$ cat src/rtl/oh_to_idx_buffered_if.sv
// Handshake bundle for the buffered one-hot to index encoder.
// Producer side offers one-hot vectors, consumer side takes encoded entries.
interface oh_to_idx_buffered_if #(
   parameter int NUM_SIGNALS = 4,
   parameter int INDEX_WIDTH = $clog2(NUM_SIGNALS)
);
   logic                   in_valid;
   logic                   in_ready;
   logic [NUM_SIGNALS-1:0] in_one_hot;
   logic                   out_valid;
   logic                   out_ready;
   logic [INDEX_WIDTH-1:0] out_index;
   logic                   out_zero;
   logic                   out_multi;

   modport master (
      output in_valid,
      output in_one_hot,
      output out_ready,
      input  in_ready,
      input  out_valid,
      input  out_index,
      input  out_zero,
      input  out_multi
   );

   modport slave (
      input  in_valid,
      input  in_one_hot,
      input  out_ready,
      output in_ready,
      output out_valid,
      output out_index,
      output out_zero,
      output out_multi
   );
endinterface

$ cat src/rtl/oh_to_idx_buffered.sv
// Registered one-hot to index encoder with a 2-entry output buffer,
// zero/multi-hot flags and a saturating error counter.
module oh_to_idx_buffered #(
   parameter int    NUM_SIGNALS     = 4,
   parameter string DIRECTION       = "LSB0",
   parameter int    INDEX_WIDTH     = $clog2(NUM_SIGNALS),
   parameter int    ERR_COUNT_WIDTH = 8
) (
   input  logic                       clk,
   input  logic                       reset,
   oh_to_idx_buffered_if.slave        bus,
   input  logic                       err_count_clear,
   output logic [ERR_COUNT_WIDTH-1:0] err_count
);
   localparam bit MSB0 = (DIRECTION == "MSB0");
   localparam int EW   = INDEX_WIDTH + 2;

   generate
      if (INDEX_WIDTH < $clog2(NUM_SIGNALS)) begin : g_bad_index_width
         $error("INDEX_WIDTH too small for NUM_SIGNALS");
      end
      if (NUM_SIGNALS < 2) begin : g_bad_num_signals
         $error("NUM_SIGNALS must be at least 2");
      end
   endgenerate

   logic [INDEX_WIDTH-1:0] idx_c;
   logic                   zero_c;
   logic                   multi_c;
   logic [EW-1:0]          ent_c;
   logic [EW-1:0]          head;
   logic [EW-1:0]          tail;
   logic [1:0]             cnt;
   logic                   rdy;
   logic                   vld;
   logic                   push;
   logic                   pop;

   // Multi-hot inputs deliberately OR their indices together.
   always_comb begin
      idx_c = '0;
      for (int i = 0; i < NUM_SIGNALS; i++) begin
         if (bus.in_one_hot[i]) begin
            idx_c = idx_c | (MSB0 ? INDEX_WIDTH'(NUM_SIGNALS - 1 - i)
                                  : INDEX_WIDTH'(i));
         end
      end
   end

   assign zero_c  = (bus.in_one_hot == '0);
   assign multi_c = |(bus.in_one_hot & (bus.in_one_hot - NUM_SIGNALS'(1)));
   assign ent_c   = {idx_c, zero_c, multi_c};

   assign rdy  = reset & (cnt != 2'd2);
   assign vld  = (cnt != 2'd0);
   assign push = bus.in_valid & rdy;
   assign pop  = vld & bus.out_ready;

   assign bus.in_ready  = rdy;
   assign bus.out_valid = vld;
   assign {bus.out_index, bus.out_zero, bus.out_multi} = head;

   always_ff @(posedge clk or negedge reset) begin
      if (!reset) begin
         head <= '0;
         tail <= '0;
         cnt  <= 2'd0;
      end else begin
         if (pop && cnt == 2'd2) begin
            head <= tail;
         end else if (pop && push) begin
            head <= ent_c;
         end else if (push && cnt == 2'd0) begin
            head <= ent_c;
         end else if (push) begin
            tail <= ent_c;
         end
         unique case (1'b1)
            push && !pop: cnt <= cnt + 2'd1;
            pop && !push: cnt <= cnt - 2'd1;
            default: ;
         endcase
      end
   end

   // Clear wins over a same-cycle error push.
   always_ff @(posedge clk or negedge reset) begin
      if (!reset) begin
         err_count <= '0;
      end else begin
         unique case (1'b1)
            err_count_clear: err_count <= '0;
            !err_count_clear && push && (zero_c || multi_c)
               && (err_count != '1):
               err_count <= err_count + ERR_COUNT_WIDTH'(1);
            default: ;
         endcase
      end
   end
endmodule

$ cat src/flat_wrapper.sv
// flat-port wrapper written by rule: the top's interface ports become plain ports
module oh_to_idx_buffered_flat 
#(
   parameter int    NUM_SIGNALS     = 4,
   parameter string DIRECTION       = "    ",
   parameter int    INDEX_WIDTH     = $clog2(NUM_SIGNALS),
   parameter int    ERR_COUNT_WIDTH = 8
)
  (clk, reset, err_count_clear, err_count, bus_in_valid, bus_in_one_hot, bus_out_ready, bus_in_ready, bus_out_valid, bus_out_index, bus_out_zero, bus_out_multi);
  oh_to_idx_buffered_if #(.NUM_SIGNALS(NUM_SIGNALS), .INDEX_WIDTH(INDEX_WIDTH)) bus_i ();
  input  logic clk;
  input  logic reset;
  input  logic err_count_clear;
  output logic [ERR_COUNT_WIDTH-1:0] err_count;
  input wire logic [$bits(bus_i.in_valid)-1:0] bus_in_valid;
  input wire logic [$bits(bus_i.in_one_hot)-1:0] bus_in_one_hot;
  input wire logic [$bits(bus_i.out_ready)-1:0] bus_out_ready;
  output wire logic [$bits(bus_i.in_ready)-1:0] bus_in_ready;
  output wire logic [$bits(bus_i.out_valid)-1:0] bus_out_valid;
  output wire logic [$bits(bus_i.out_index)-1:0] bus_out_index;
  output wire logic [$bits(bus_i.out_zero)-1:0] bus_out_zero;
  output wire logic [$bits(bus_i.out_multi)-1:0] bus_out_multi;
  assign bus_i.in_valid = bus_in_valid;
  assign bus_i.in_one_hot = bus_in_one_hot;
  assign bus_i.out_ready = bus_out_ready;
  assign bus_in_ready = bus_i.in_ready;
  assign bus_out_valid = bus_i.out_valid;
  assign bus_out_index = bus_i.out_index;
  assign bus_out_zero = bus_i.out_zero;
  assign bus_out_multi = bus_i.out_multi;
  oh_to_idx_buffered #(.NUM_SIGNALS(NUM_SIGNALS), .DIRECTION(DIRECTION), .INDEX_WIDTH(INDEX_WIDTH), .ERR_COUNT_WIDTH(ERR_COUNT_WIDTH)) u_core (.clk(clk), .reset(reset), .bus(bus_i), .err_count_clear(err_count_clear), .err_count(err_count));
endmodule
$ cat config.mk
export PLATFORM = sky130hd
export DESIGN_NAME = oh_to_idx_buffered_flat
export DESIGN_NICKNAME = d
export VERILOG_FILES = /design/src/rtl/oh_to_idx_buffered_if.sv /design/src/rtl/oh_to_idx_buffered.sv /design/src/flat_wrapper.sv
export SDC_FILE = /design/constraint.sdc
export NUM_CORES = 1
export LEC_CHECK = 0
export CAP_MARGIN = 20
export CELL_PAD_IN_SITES_DETAIL_PLACEMENT = 1
export CELL_PAD_IN_SITES_GLOBAL_PLACEMENT = 1
export CORE_MARGIN = 1
export CORE_UTILIZATION = 40
export CTS_CLUSTER_DIAMETER = 120
export DETAILED_ROUTE_END_ITERATION = 10
export PLACE_DENSITY = 0.83
export SETUP_SLACK_MARGIN = 0.2
export SLEW_MARGIN = 20
export SYNTH_ARGS = -nofsm -noshare
export SYNTH_HDL_FRONTEND = slang
export SYNTH_SLANG_ARGS = --single-unit
$ cat constraint.sdc
create_clock -name clk -period 4.6 [get_ports clk]
set_input_delay 0.46 -clock clk [delete_from_list [all_inputs] [get_ports clk]]
set_output_delay 0.46 -clock clk [all_outputs]
set_load 0.01 [all_outputs]
==> metrics.txt <==
status finished clean; Final setup viols 0; CTS Buf Count 3; most used cell, CP clkdlybuf4s50_1; die area about 2900 sq um; critical path class input port to primary output; first-pass GRT wire length 4150 um; final HPWL from detailed placement 1960 um; number of global-route vias before repair roughly 940; Crit. End Element primary output; final worst slack between 1500 and 2000 ps; Slew @ Worst Pin ~630 ps; antenna cells 0; critical path's slowest cell clkdlybuf4s50_1; Area Overhead vs Synth 25.9%; Synth async-reset ratio 1.00; Filler cells between 200 and 300; GRT overflow 0; Total Routing Usage GR 0.210; Max Transition Viols Final 0; min-delay src u_core.tail[2]; most frequent cell after synthesis dfrtp_1; Distinct cells, synth 35; Post-synth top cells dfrtp_1, nor2_1, nand2_1; Synth Cell Area between 1000 and 1500 sq um; post-synthesis sequential area ratio 0.426; minimum clock period about 2700 ps; pin count of the biggest net entering global routing 14; Tcrit/Tclk final 0.594; # Max-Cap Violations 0; Synth top area share 0.426; Arrival @ worst endpoint roughly 2300 ps; hold buffers post-CTS 0; Hold Path Class flip-flop to flip-flop; Pwr per Cell Area approximately 390 nW/um^2; Multi-input gate area 578 sq um; Register Area 450 sq um; pre-CTS setup slack about 1800 ps; GPL Wtd Cong 0.793; register bit total from synthesis 18; largest cells by area after synthesis dfrtp_1, mux2_2, nor2_1, nor2b_1, ha_1; critical path, cell by cell clkdlybuf4s50_1, buf_4, nor2b_1, clkdlybuf4s50_1; Worst-path clk slew around 90 ps; CTS tree built; worst r2r src u_core.cnt[0]; Max-slew headroom 0.576; r2r setup slk ~2600 ps; htree depth 1; Critical Path Max Stage Delay approximately 810 ps; worst-skew pair later-pin latency approximately 290 ps; CTS root buffer clkbuf_4; Worst Reg-to-Reg Cells 6; setup bufs post-CTS 0; chip width 53.4 um; DRT antenna net count 0; Core ar. 2480 sq um; Avg Cell Area, Syn roughly 9.4 sq um; vias per inst between 5 and 6; drt drc 0; Rows 18; DRT Wirelength ~2500 um; Die Y between 50 and 60 um; delay-heaviest family, CP buffers and inverters; reg-to-reg endpoint u_core.head[0]; fin util 0.537; Synth area leader dfrtp_1; # clock sinks 18; crit path max fanout 12; Req. time, crit path slightly above 4000 ps; Peak Freq between 300 and 400 MHz; # port buffers 22; Synth warnings 0; layout cells sized above 1 0.104; via count 931; Setup crit start kind input port; DRT Pass-1 Iters 4; antenna violations before repair 0; starting density of the core 0.427; Hold Path Depth 2; I/O Pins 23; RSZ-0062 raised after global routing false; worst vdd ir between 0.2 and 0.3 mV; Nets 149; Worst Skew around 4.3 ps; post-cts resize count 0; CP Buf/Inv Count 3; Syn Nets ~120; Leak 0.567 nW; setup TNS 0 ps; main flop type after synthesis dfrtp_1; initial DRC count 12; WL per Instance ~15 um; Post-synth EDFFs 0; Hold EP u_core.tail[2]; Post-Syn Instances around 110; CTS max path bufs 2; Final Hold Viols 0
## power breakdown
group          switching (mW)  internal [mW]
clock network          0.0440         0.0305
logic                   0.102          0.110
registers              0.0341          0.200
## worst min-delay path, cell delays in order (launching register included)
cell,delay (ps)
dfrtp_1,350
nand2_1,50
o21ai_0,60
## flip-flops by register name, indices dropped and copies added, names as in the netlist
| signal | cells |
|---|---|
| u_core.err_count | 8 |
| u_core.head | 4 |
| u_core.tail | 4 |
| u_core.cnt | 2 |
## area by class of cell
class	instances	area share
multi-input cells	87	0.434
flip-flops and latches	18	0.338
repair buffers	23	0.171
well taps	30	0.0282
clock buffers	3	0.0169
inverters	4	0.0113
## stage by stage
step	hold slack, ps	std cells	area, sq um	power, mW
after floorplan	164	112	1060	0.357
after global placement	464	162	1310	0.437
after detailed placement	481	162	1310	0.452
after CTS	501	165	1330	0.529
after global routing	522	165	1330	0.562
final	496	165	1330	0.521
## metal layers
| metal | global-route usage | vias up | routed length (um) |
|---|---|---|---|
| met3 | 0.0517 | 4 | 74 |
| met2 | 0.356 | 14 | 1240 |
| met4 | 0.0789 | 0 | 29 |
| met1 | 0.251 | 461 | 1120 |
| met5 | 0 | - | 0 |
| li1 | - | 452 | - |
## kinds of logic after synthesis
logic type,after synthesis,share of synthesized area
xor+xnor,4,0.0331
buf+inv,7,0.0272
mux,9,0.0935
flops,18,0.426
fa+ha+maj,4,0.0450
compound gates,21,0.135
simple gates,49,0.240
## layout by cell type, fill, tap and decap left out, types with 2 or more instances in the layout
| cell type | count |
|---|---|
| nor4_1 | 2 |
| ha_1 | 3 |
| clkbuf_4 | 3 |
| nand3_1 | 2 |
| o21ai_0 | 6 |
| inv_1 | 4 |
| clkdlybuf4s50_1 | 22 |
| a211oi_1 | 4 |
| mux2i_1 | 2 |
| nor3_1 | 2 |
| nor2b_1 | 7 |
| nor2_1 | 13 |
| mux2_2 | 7 |
| nand4_1 | 5 |
| dfrtp_1 | 18 |
| xor2_1 | 3 |
| o31ai_1 | 2 |
| a21oi_1 | 2 |
| a21o_1 | 2 |
| nand2_1 | 10 |
## worst max-delay path by stage
stage,startpoint,end,cells after the start
after global placement,reset,u_core.err_count[3],5
after global routing,reset,bus_in_ready,4
after detailed placement,reset,bus_in_ready,4
after CTS,reset,bus_in_ready,4
after floorplan,u_core.cnt[0],u_core.head[0],7
final,reset,bus_in_ready,4
(Power assumes the default switching activity.)
